[config.mk]
export PLATFORM = sky130hd
export DESIGN_NAME = router_dest_reader_flat
export DESIGN_NICKNAME = d
export VERILOG_FILES = /design/src/rtl/router_dest_reader_if.sv /design/src/rtl/router_dest_reader.sv /design/src/flat_wrapper.sv
export SDC_FILE = /design/constraint.sdc
export NUM_CORES = 1
export LEC_CHECK = 0
export CAP_MARGIN = 20
export CORE_ASPECT_RATIO = 1.5
export CORE_UTILIZATION = 41
export CTS_CLUSTER_SIZE = 8
export DETAILED_ROUTE_END_ITERATION = 6
export HOLD_SLACK_MARGIN = 0.05
export PLACE_DENSITY = 0.77
export SLEW_MARGIN = 30
export SYNTH_ARGS = -nofsm -noshare
export SYNTH_HDL_FRONTEND = slang
export SYNTH_SLANG_ARGS = --single-unit
[constraint.sdc]
create_clock -name clock -period 4.33 [get_ports clock]
set_input_delay 1.0825 -clock clock [delete_from_list [all_inputs] [get_ports clock]]
set_output_delay 1.0825 -clock clock [all_outputs]
set_load 0.005 [all_outputs]
[src/rtl/router_dest_reader_if.sv]
// Bundle of router-FIFO-side and client-side signals for one router output port.
// slave = the reader block, master = whatever drives the router FIFO and the client.
interface router_dest_reader_if #(
  parameter int CNT_W = 16
);
  logic             vld_out;
  logic [7:0]       data_out;
  logic             soft_reset;
  logic             read_enb;
  logic [7:0]       pkt_data;
  logic             pkt_valid;
  logic             pkt_ready;
  logic             pkt_sop;
  logic             pkt_eop;
  logic             pkt_done;
  logic             parity_err;
  logic             addr_err;
  logic             pkt_abort;
  logic [CNT_W-1:0] pkt_count;
  logic [CNT_W-1:0] drop_count;

  modport slave (
    input  vld_out, data_out, soft_reset, pkt_ready,
    output read_enb, pkt_data, pkt_valid, pkt_sop, pkt_eop, pkt_done,
           parity_err, addr_err, pkt_abort, pkt_count, drop_count
  );

  modport master (
    output vld_out, data_out, soft_reset, pkt_ready,
    input  read_enb, pkt_data, pkt_valid, pkt_sop, pkt_eop, pkt_done,
           parity_err, addr_err, pkt_abort, pkt_count, drop_count
  );
endinterface

[src/rtl/router_dest_reader.sv]
// Destination reader for one router output port: drains the FIFO, checks header/parity,
// forwards payload over valid/ready. Define STALL_GUARD_EN to force reads on a stalled client.
module router_dest_reader #(
  parameter int PORT_ID     = 0,
  parameter int CNT_W       = 16,
  parameter int STALL_LIMIT = 25
) (
  input logic                 clock,
  input logic                 resetn,
  router_dest_reader_if.slave bus
);
  typedef enum logic [1:0] {IDLE = 2'd0, PAYLOAD = 2'd1, PARITY = 2'd2} state_t;

  localparam logic [1:0] PORT_ADDR = 2'(PORT_ID);

  // The synchronizer flushes the FIFO after 30 idle cycles, so the forced read must come first.
  if (STALL_LIMIT < 1 || STALL_LIMIT >= 30) begin : g_bad_stall_limit
    $error("STALL_LIMIT must be in 1..29");
  end

  function automatic logic [CNT_W-1:0] sat_inc(input logic [CNT_W-1:0] v);
    return (&v) ? v : v + 1'b1;
  endfunction

  state_t           state_q, state_d;
  logic             rd_pend_q;
  logic [5:0]       len_q, cnt_q;
  logic [1:0]       addr_q;
  logic [7:0]       par_q;
  logic             done_q, perr_q, aerr_q, abort_q;
  logic [CNT_W-1:0] pkt_cnt_q;
  logic [7:0]       buf_data_q [2];
  logic [1:0]       buf_sop_q, buf_eop_q;
  logic             wr_ptr_q, rd_ptr_q;
  logic [1:0]       occ_q;

  logic       space, force_rd, drop_byte, corrupt;
  logic       read_en, arrive, push, pop, fin, par_bad, addr_bad;
  logic [7:0] rx;

  assign rx       = bus.data_out;
  // A pending read already owns a buffer slot even if it turns out to be header or parity.
  assign space    = ({1'b0, occ_q} + {2'b00, rd_pend_q}) < 3'd2;
  assign read_en  = resetn & bus.vld_out & ~bus.soft_reset & (space | force_rd);
  assign arrive   = rd_pend_q & ~bus.soft_reset & ~drop_byte;
  assign pop      = (occ_q != 2'd0) & bus.pkt_ready;
  assign par_bad  = (par_q != rx) | corrupt;
  assign addr_bad = (addr_q != PORT_ADDR);

  always_ff @(posedge clock or negedge resetn) begin
    if (!resetn) state_q <= IDLE;
    else         state_q <= state_d;
  end

  always_comb begin
    state_d = state_q;
    if (bus.soft_reset) begin
      state_d = IDLE;
    end else if (arrive) begin
      case (state_q)
        IDLE:    state_d = (rx[7:2] != 6'd0) ? PAYLOAD : PARITY;
        PAYLOAD: if (cnt_q == len_q - 6'd1) state_d = PARITY;
        PARITY:  state_d = IDLE;
        default: state_d = IDLE;
      endcase
    end
  end

  always_comb begin
    push = 1'b0;
    fin  = 1'b0;
    if (arrive) begin
      push = (state_q == PAYLOAD);
      fin  = (state_q == PARITY);
    end
  end

  always_ff @(posedge clock or negedge resetn) begin
    if (!resetn) begin
      rd_pend_q <= 1'b0;
      done_q    <= 1'b0;
      perr_q    <= 1'b0;
      aerr_q    <= 1'b0;
      abort_q   <= 1'b0;
      pkt_cnt_q <= '0;
      wr_ptr_q  <= 1'b0;
      rd_ptr_q  <= 1'b0;
      occ_q     <= 2'd0;
    end else begin
      rd_pend_q <= read_en;
      done_q    <= fin;
      perr_q    <= fin & par_bad;
      aerr_q    <= fin & addr_bad;
      abort_q   <= bus.soft_reset & (state_q != IDLE);
      if (fin & ~par_bad & ~addr_bad) pkt_cnt_q <= sat_inc(pkt_cnt_q);
      if (push) wr_ptr_q <= ~wr_ptr_q;
      if (pop)  rd_ptr_q <= ~rd_ptr_q;
      occ_q <= occ_q + {1'b0, push} - {1'b0, pop};
    end
  end

  // Datapath holds no reset; every field is loaded before it is consumed.
  always_ff @(posedge clock) begin
    if (arrive && state_q == IDLE) begin
      len_q  <= rx[7:2];
      addr_q <= rx[1:0];
      par_q  <= rx;
      cnt_q  <= 6'd0;
    end
    if (push) begin
      par_q                <= par_q ^ rx;
      cnt_q                <= cnt_q + 6'd1;
      buf_data_q[wr_ptr_q] <= rx;
      buf_sop_q[wr_ptr_q]  <= (cnt_q == 6'd0);
      buf_eop_q[wr_ptr_q]  <= (cnt_q == len_q - 6'd1);
    end
  end

`ifdef STALL_GUARD_EN
  localparam int SW = $clog2(STALL_LIMIT + 1);

  logic [SW-1:0]    stall_q;
  logic             drop_pend_q, corrupt_q;
  logic [CNT_W-1:0] drop_cnt_q;

  assign force_rd  = (stall_q == SW'(STALL_LIMIT));
  assign drop_byte = drop_pend_q;
  assign corrupt   = corrupt_q;

  always_ff @(posedge clock or negedge resetn) begin
    if (!resetn) begin
      stall_q     <= '0;
      drop_pend_q <= 1'b0;
      corrupt_q   <= 1'b0;
      drop_cnt_q  <= '0;
    end else begin
      if (bus.vld_out & ~read_en) begin
        if (!force_rd) stall_q <= stall_q + SW'(1);
      end else begin
        stall_q <= '0;
      end
      // Only a forced read can be issued without buffer space; its byte is thrown away.
      drop_pend_q <= read_en & ~space;
      if (drop_pend_q) drop_cnt_q <= sat_inc(drop_cnt_q);
      if (bus.soft_reset | fin) corrupt_q <= 1'b0;
      else if (drop_pend_q)     corrupt_q <= 1'b1;
    end
  end

  assign bus.drop_count = drop_cnt_q;
`else
  assign force_rd       = 1'b0;
  assign drop_byte      = 1'b0;
  assign corrupt        = 1'b0;
  assign bus.drop_count = '0;
`endif

  assign bus.read_enb   = read_en;
  assign bus.pkt_valid  = (occ_q != 2'd0);
  assign bus.pkt_data   = (occ_q != 2'd0) ? buf_data_q[rd_ptr_q] : 8'd0;
  assign bus.pkt_sop    = (occ_q != 2'd0) & buf_sop_q[rd_ptr_q];
  assign bus.pkt_eop    = (occ_q != 2'd0) & buf_eop_q[rd_ptr_q];
  assign bus.pkt_done   = done_q;
  assign bus.parity_err = perr_q;
  assign bus.addr_err   = aerr_q;
  assign bus.pkt_abort  = abort_q;
  assign bus.pkt_count  = pkt_cnt_q;
endmodule

[src/flat_wrapper.sv]
// flat-port wrapper written by rule: the top's interface ports become plain ports
module router_dest_reader_flat 
#(
  parameter int PORT_ID     = 0,
  parameter int CNT_W       = 16,
  parameter int STALL_LIMIT = 25
)
  (clock, resetn, bus_vld_out, bus_data_out, bus_soft_reset, bus_pkt_ready, bus_read_enb, bus_pkt_data, bus_pkt_valid, bus_pkt_sop, bus_pkt_eop, bus_pkt_done, bus_parity_err, bus_addr_err, bus_pkt_abort, bus_pkt_count, bus_drop_count);
  router_dest_reader_if #(.CNT_W(CNT_W)) bus_i ();
  input logic clock;
  input logic resetn;
  input wire logic [$bits(bus_i.vld_out)-1:0] bus_vld_out;
  input wire logic [$bits(bus_i.data_out)-1:0] bus_data_out;
  input wire logic [$bits(bus_i.soft_reset)-1:0] bus_soft_reset;
  input wire logic [$bits(bus_i.pkt_ready)-1:0] bus_pkt_ready;
  output wire logic [$bits(bus_i.read_enb)-1:0] bus_read_enb;
  output wire logic [$bits(bus_i.pkt_data)-1:0] bus_pkt_data;
  output wire logic [$bits(bus_i.pkt_valid)-1:0] bus_pkt_valid;
  output wire logic [$bits(bus_i.pkt_sop)-1:0] bus_pkt_sop;
  output wire logic [$bits(bus_i.pkt_eop)-1:0] bus_pkt_eop;
  output wire logic [$bits(bus_i.pkt_done)-1:0] bus_pkt_done;
  output wire logic [$bits(bus_i.parity_err)-1:0] bus_parity_err;
  output wire logic [$bits(bus_i.addr_err)-1:0] bus_addr_err;
  output wire logic [$bits(bus_i.pkt_abort)-1:0] bus_pkt_abort;
  output wire logic [$bits(bus_i.pkt_count)-1:0] bus_pkt_count;
  output wire logic [$bits(bus_i.drop_count)-1:0] bus_drop_count;
  assign bus_i.vld_out = bus_vld_out;
  assign bus_i.data_out = bus_data_out;
  assign bus_i.soft_reset = bus_soft_reset;
  assign bus_i.pkt_ready = bus_pkt_ready;
  assign bus_read_enb = bus_i.read_enb;
  assign bus_pkt_data = bus_i.pkt_data;
  assign bus_pkt_valid = bus_i.pkt_valid;
  assign bus_pkt_sop = bus_i.pkt_sop;
  assign bus_pkt_eop = bus_i.pkt_eop;
  assign bus_pkt_done = bus_i.pkt_done;
  assign bus_parity_err = bus_i.parity_err;
  assign bus_addr_err = bus_i.addr_err;
  assign bus_pkt_abort = bus_i.pkt_abort;
  assign bus_pkt_count = bus_i.pkt_count;
  assign bus_drop_count = bus_i.drop_count;
  router_dest_reader #(.PORT_ID(PORT_ID), .CNT_W(CNT_W), .STALL_LIMIT(STALL_LIMIT)) u_core (.clock(clock), .resetn(resetn), .bus(bus_i));
endmodule
==> results of run 1 <==
cell type report:
cell class	instances	area (um^2)	area share, %
Timing Repair Buffer	47	462.9	11.12
Multi-Input combinational cell	191	1310	31.47
Clock buffer	15	279.0	6.703
Clock inverter	1	5.005	0.1202
Sequential cell	69	1937	46.53
Inverter	10	37.54	0.9017
Tap cell	105	131.4	3.156
cell usage after synthesis, types with 2 or more instances:
cell | number | area share (%)
ha_1 | 6 | 2.2
nor2b_1 | 3 | 0.56
dfrtp_1 | 27 | 20
and2_1 | 2 | 0.37
xnor2_2 | 4 | 1.9
nor4_1 | 3 | 0.56
edfxtp_1 | 42 | 37
nor2_1 | 31 | 3.4
nand4_1 | 10 | 1.9
nand2b_1 | 5 | 0.93
buf_4 | 16 | 3.6
mux2i_1 | 10 | 3.0
xor2_1 | 5 | 1.3
a2111oi_0 | 2 | 0.52
nand3_1 | 10 | 1.5
and3_1 | 8 | 1.5
inv_1 | 8 | 0.89
clkbuf_1 | 3 | 0.33
mux2_1 | 4 | 1.3
inv_2 | 2 | 0.22
nand2_1 | 21 | 2.3
xnor2_1 | 34 | 8.8
worst max-delay path: cells and delay by family:
kind | cells | cell delay (ns)
buffers and inverters | 2 | 1.08
and+or+nand+nor | 1 | 0.05
AOI/OAI and AO/OA | 1 | 0.51
worst paths after layout:
check / from / to
max: resetn / bus_read_enb
max reg2reg: u_core.state_q[1] / u_core.buf_data_q[0][5]
min reg2reg: u_core.wr_ptr_q / u_core.wr_ptr_q
max in group asynchronous: resetn / u_core.bus.pkt_done
min in group asynchronous: resetn / u_core.rd_pend_q
min: u_core.wr_ptr_q / u_core.wr_ptr_q
cells by family after synthesis:
group / after synthesis / synth area share [%]
flip-flops: 69 / 57.40
adder cells (fa/ha/maj): 6 / 2.225
buffers and inverters: 31 / 5.451
AND/OR/NAND/NOR: 105 / 16.95
other: 1 / 0.1111
XOR/XNOR: 43 / 12.05
multiplexers: 14 / 4.301
AO/OA/AOI/OAI: 7 / 1.521
metrics by stage:
step,utilization [%],setup slack [ns],hold slack [ns]
floorplan,-,1.280,0.4585
global placement,48.44,0.5535,0.4722
detailed placement,48.44,0.5567,0.4871
CTS,51.98,0.5020,0.4969
global route,51.98,0.3761,0.5314
finish,51.98,0.5149,0.4959
sequential cells by signal, summed over array words and instances, names as in the netlist, 2 cells and up:
register,flops
u_core.buf_data_q,16
u_core.bus.pkt_count,16
u_core.par_q,8
u_core.cnt_q,6
u_core.len_q,6
u_core.addr_q,2
u_core.buf_eop_q,2
u_core.buf_sop_q,2
u_core.occ_q,2
u_core.state_q,2
per-layer routing:
| metal | wire length (um) | track usage, % | up-vias |
|---|---|---|---|
| li1 | - | - | 1029 |
| met1 | 2491 | 17.92 | 1065 |
| met2 | 3743 | 31.70 | 70 |
| met3 | 241 | 3.710 | 23 |
| met4 | 284 | 11.28 | 0 |
| met5 | 0 | 0 | - |
power groups by stage:
| stage | Sequential, mW | Combinational, mW | Clock [mW] |
|---|---|---|---|
| after floorplan | 0.767 | 0.193 | 0 |
| after global placement | 0.800 | 0.295 | 0 |
| after detailed placement | 0.801 | 0.304 | 0 |
| after CTS | 0.790 | 0.306 | 0.693 |
| after global routing | 0.795 | 0.336 | 0.724 |
| final | 0.790 | 0.301 | 0.687 |
==> summary.md, run 1 <==
| Metric | Value |
|---|---|
| Reg2Reg Depth | 5 |
| Max incr delay on CP | 0.60 ns |
| Max rail drop VDD | around 0.00027 V |
| Detail Placement HPWL | approximately 4900 um |
| Critical path peak fanout | 2 |
| Worst-path clk slew | 0.05 ns |
| Pwr Total | ~1.8 mW |
| Clock Power Share | between 30% and 40% |
| Syn avg cell area | ~12 um^2 |
| #FFs+latches synth | slightly below 70 |
| Mapped Area | 0.003374 mm^2 |
| Non-filler cells, final | ~440 |
| Post-route cell area | 0.004163 mm^2 |
| Sw Share | around 24% |
| Seq/Total Area, Yosys | between 50% and 60% |
| Final period util | 88.11% |
| Crit Path Category | primary input to output pin |
| Commonest cells after routing, fill and taps aside | clkdlybuf4s50_1 (44), edfxtp_1 (42), xnor2_1 (34) |
| Crit path cell chain | clkdlybuf4s50_1, nand2_1, a2111oi_0, clkdlybuf4s50_1 |
| Max-slew headroom at the worst pin | a little over two fifths |
| Clk_lat worst skew | between 0.3 and 0.4 ns |
| Max Freq | about 260 MHz |
| Num CTS Buffers | 9 |
| Synth Flop Type | edfxtp_1 |
| Max-slew violation count | 0 |
| Arrival @ worst endpoint | between 2 and 3 ns |
| Die area | approximately 0.0086 mm^2 |
| Global route overflow | 0 |
| Worst Max-Slew Pin Slew | around 0.84 ns |
| Die W | around 76 um |
| Post-CTS Hold Fix Bufs | 0 |
| Distinct cells, synth | between 40 and 50 |
| R2R setup slack | 1.99 ns |
| # nets final | 347 |
| Layout area overhead | 23.36% |
| PortBufs | 44 |
| Vias per cell | roughly 5.0 |
| Critical Path Most Common Cell | clkdlybuf4s50_1 |
| Vias in the first global route | 2322 |
| Residual DRC count | 0 |
| Placed instance count | about 420 |
| Skew final | about 0.0091 ns |
| Critical-path top delay cell | clkdlybuf4s50_1 |
| Fillers | between 600 and 700 |
| Leak | roughly 1.6 nW |
| Async S/R FF share, synth | 39.13% |
| DRT iter0 DRCs | 78 |
| Core area | ~0.0080 mm^2 |
| Count of clock tree sinks | 69 |
| Root Buffer | clkbuf_16 |
| Most common library cell in the layout ignoring fill and taps | clkdlybuf4s50_1 |
| Layout cells sized above 1 | under 10% |
| Crit start category | primary input |
| Setup TNS | 0 ns |
| Wire per inst | 15.44 um |
| Setup Viol. Count Final | 0 |
| Post-synth EDFFs | 42 |
| PD cells | 427.3 mW/mm^2 |
| Cts repair resizes | 0 |
| CTS H-tree depth | 3 |
| Setup repair bufs after CTS | 0 |
| Wire length of the first global-routing pass | approximately 11000 um |
| CTS tree | built |
| DR pass1 iterations | 4 |
| Largest net degree at the start of global routing | 28 |
| Final Hold Viols | 0 |
| Combinational share of power | about 17% |
| Row count | 40 |
| Placed inst area | roughly 0.0039 mm^2 |
| Worst Setup End Kind | output pin |
| Synth Warn # | 0 |
| Max clock buf depth | 2 |
| Status | completed |
| Wirelength, routed | slightly below 7000 um |
| Ports | 61 |
| N_diodes | 0 |
| Total track usage | 17.38% |
| Syn Inst Count | approximately 280 |
| Die height | approximately 110 um |
| Starting Density | between 40% and 50% |
| Initial antenna violation count | 0 |
| Pint | between 1 and 1.5 mW |
| RSZ-0062 raised after global routing | false |
| Worst Hold Path Cells | 1 |
| Sequential share of power | roughly 44% |
| Worst path required time | 3.25 ns |
| HP Class | register to register |
| Max-Cap Viols | 0 |
| Via count | between 2000 and 2500 |
| Final min period | roughly 3.8 ns |
| NetSw | 434.2 uW |
| Final ANT Viol Nets | 0 |
| Routability cong. | 0.7857 |
Note: power is estimated with default switching activity, not from simulation.
==> inputs of run 2 (changes only) <==
--- a/config.mk
+++ b/config.mk
@@ -7,6 +7,7 @@
 export LEC_CHECK = 0
 export CAP_MARGIN = 20
 export CORE_ASPECT_RATIO = 1.5
+export CORE_MARGIN = 5
 export CORE_UTILIZATION = 41
 export CTS_CLUSTER_SIZE = 8
 export DETAILED_ROUTE_END_ITERATION = 6
==> summary.md, run 2 (synthesis gave the netlist of run 1 again) <==
| Metric | Value |
|---|---|
| Routability cong. | 0.8159 |
| Root Buffer | clkbuf_16 |
| Max Freq | ~260 MHz |
| Final min period | 3.774 ns |
| Origin of the critical flop-to-flop path | u_core.state_q[1] |
| Row count | 40 |
| PortBufs | 44 |
| Worst Max-Slew Pin Slew | between 0.8 and 0.9 ns |
| CTS tree | built |
| Layout cells sized above 1 | about 8.7% |
| DR pass1 iterations | 4 |
| Post-route cell area | around 0.0042 mm^2 |
| Detail Placement HPWL | about 4800 um |
| Post-CTS Hold Fix Bufs | 0 |
| Max-slew headroom at the worst pin | a little under half |
| Max rail drop VDD | ~0.00021 V |
| Critical path launch point | resetn |
| Vias per cell | around 4.9 |
| Leak | 1.641 nW |
| Final period util | 87.17% |
| Ports | approximately 60 |
| Setup Viol. Count Final | 0 |
| Most common library cell in the layout ignoring fill and taps | clkdlybuf4s50_1 |
| Final Hold Viols | 0 |
| Worst Hold Path Cells | 1 |
| Pwr Total | ~1.8 mW |
| Residual DRC count | 0 |
| N_diodes | 0 |
| Cts repair resizes | 0 |
| Global route overflow | 0 |
| Status | completed |
| Skew final | between 0.007 and 0.008 ns |
| Max-slew violation count | 0 |
| Worst Setup End Kind | output pin |
| Largest net degree at the start of global routing | 28 |
| Final core occ | 52.09% |
| Initial antenna violation count | 0 |
| Placed inst area | approximately 0.0039 mm^2 |
| Clk_lat worst skew | ~0.33 ns |
| Via count | about 2100 |
| Arrival @ worst endpoint | approximately 2.7 ns |
| Core area | 0.008008 mm^2 |
| Reg2Reg Depth | 5 |
| Worst-path clk slew | approximately 0.05 ns |
| R2R setup slack | between 2 and 2.5 ns |
| Non-filler cells, final | 438 |
| Worst path required time | about 3.3 ns |
| Hold_ws | around 0.5 ns |
| Wirelength, routed | 6448 um |
| HP Start | u_core.wr_ptr_q |
| Critical path peak fanout | 2 |
| Layout area overhead | 23.62% |
| Pre-CTS setup slack | around 0.5 ns |
| Setup repair bufs after CTS | 0 |
| Setup TNS | 0 ns |
| Total track usage | about 14% |
| Vias in the first global route | 2229 |
| Wire per inst | roughly 15 um |
| Max clock buf depth | 2 |
| Wire length of the first global-routing pass | approximately 11000 um |
| Die W | around 84 um |
| Post-route setup slack | 0.5555 ns |
| Final ANT Viol Nets | 0 |
| R2r endpoint | u_core.buf_data_q[0][0] |
| DRT iter0 DRCs | 98 |
| CTS H-tree depth | 3 |
| Die height | 121.1 um |
| # nets final | 347 |
| Hold Path Sink | u_core.wr_ptr_q |
| HP Class | register to register |
| Crit Path Category | primary input to output pin |
| Die area | between 0.01 and 0.015 mm^2 |
| Placed instance count | around 420 |
| Max-Cap Viols | 0 |
| Commonest cells after routing, fill and taps aside | clkdlybuf4s50_1 (44), edfxtp_1 (42), xnor2_1 (34) |
| Starting Density | between 40% and 50% |
| RSZ-0062 raised after global routing | false |
| PD cells | around 430 mW/mm^2 |
| Crit start category | primary input |
| Count of clock tree sinks | 69 |
| Num CTS Buffers | 9 |
[run 2: cell count changes in the layout (fill, tap and decap cells not counted), sizes merged]
cell and change:
clkinv -1, clkbuf +1
[run 2: final cells by class]
class	count	area (um^2)
sequential	69	1937
tap	105	131.4
timing repair buffer	47	462.9
clock buffer	16	292.8
multi-input combinational	191	1310
fill	671	3836
inverter	10	37.54
[run 2: report_power, final]
part | total, mW | internal, mW | switching (mW)
clock | 0.697 | 0.454 | 0.243
combinational | 0.299 | 0.172 | 0.127
sequential | 0.790 | 0.735 | 0.0544
[run 2: worst max path at each step]
| stage | end | slack [ns] | depth (start not counted) |
|---|---|---|---|
| 3_3_place_gp | bus_read_enb | 0.55 | 4 |
| 3_5_place_dp | bus_read_enb | 0.50 | 4 |
| 2_1_floorplan | u_core.buf_data_q[0][0] | 1.28 | 3 |
| 5_1_grt | bus_read_enb | 0.35 | 4 |
| 4_1_cts | bus_read_enb | 0.49 | 4 |
| 6_report | bus_read_enb | 0.56 | 4 |
[run 2: per-layer routing]
layer / track usage (%) / up-vias / wire length, um
li1: - / 1032 / -
met1: 12.84 / 1022 / 2310
met2: 25.20 / 70 / 3547
met3: 4.144 / 16 / 405
met4: 8.048 / 0 / 184
met5: 0 / - / 0
[run 2: critical path, stage by stage]
cell and delay, ns:
clkdlybuf4s50_1 0.49, nand2_1 0.06, a2111oi_0 0.47, clkdlybuf4s50_1 0.60
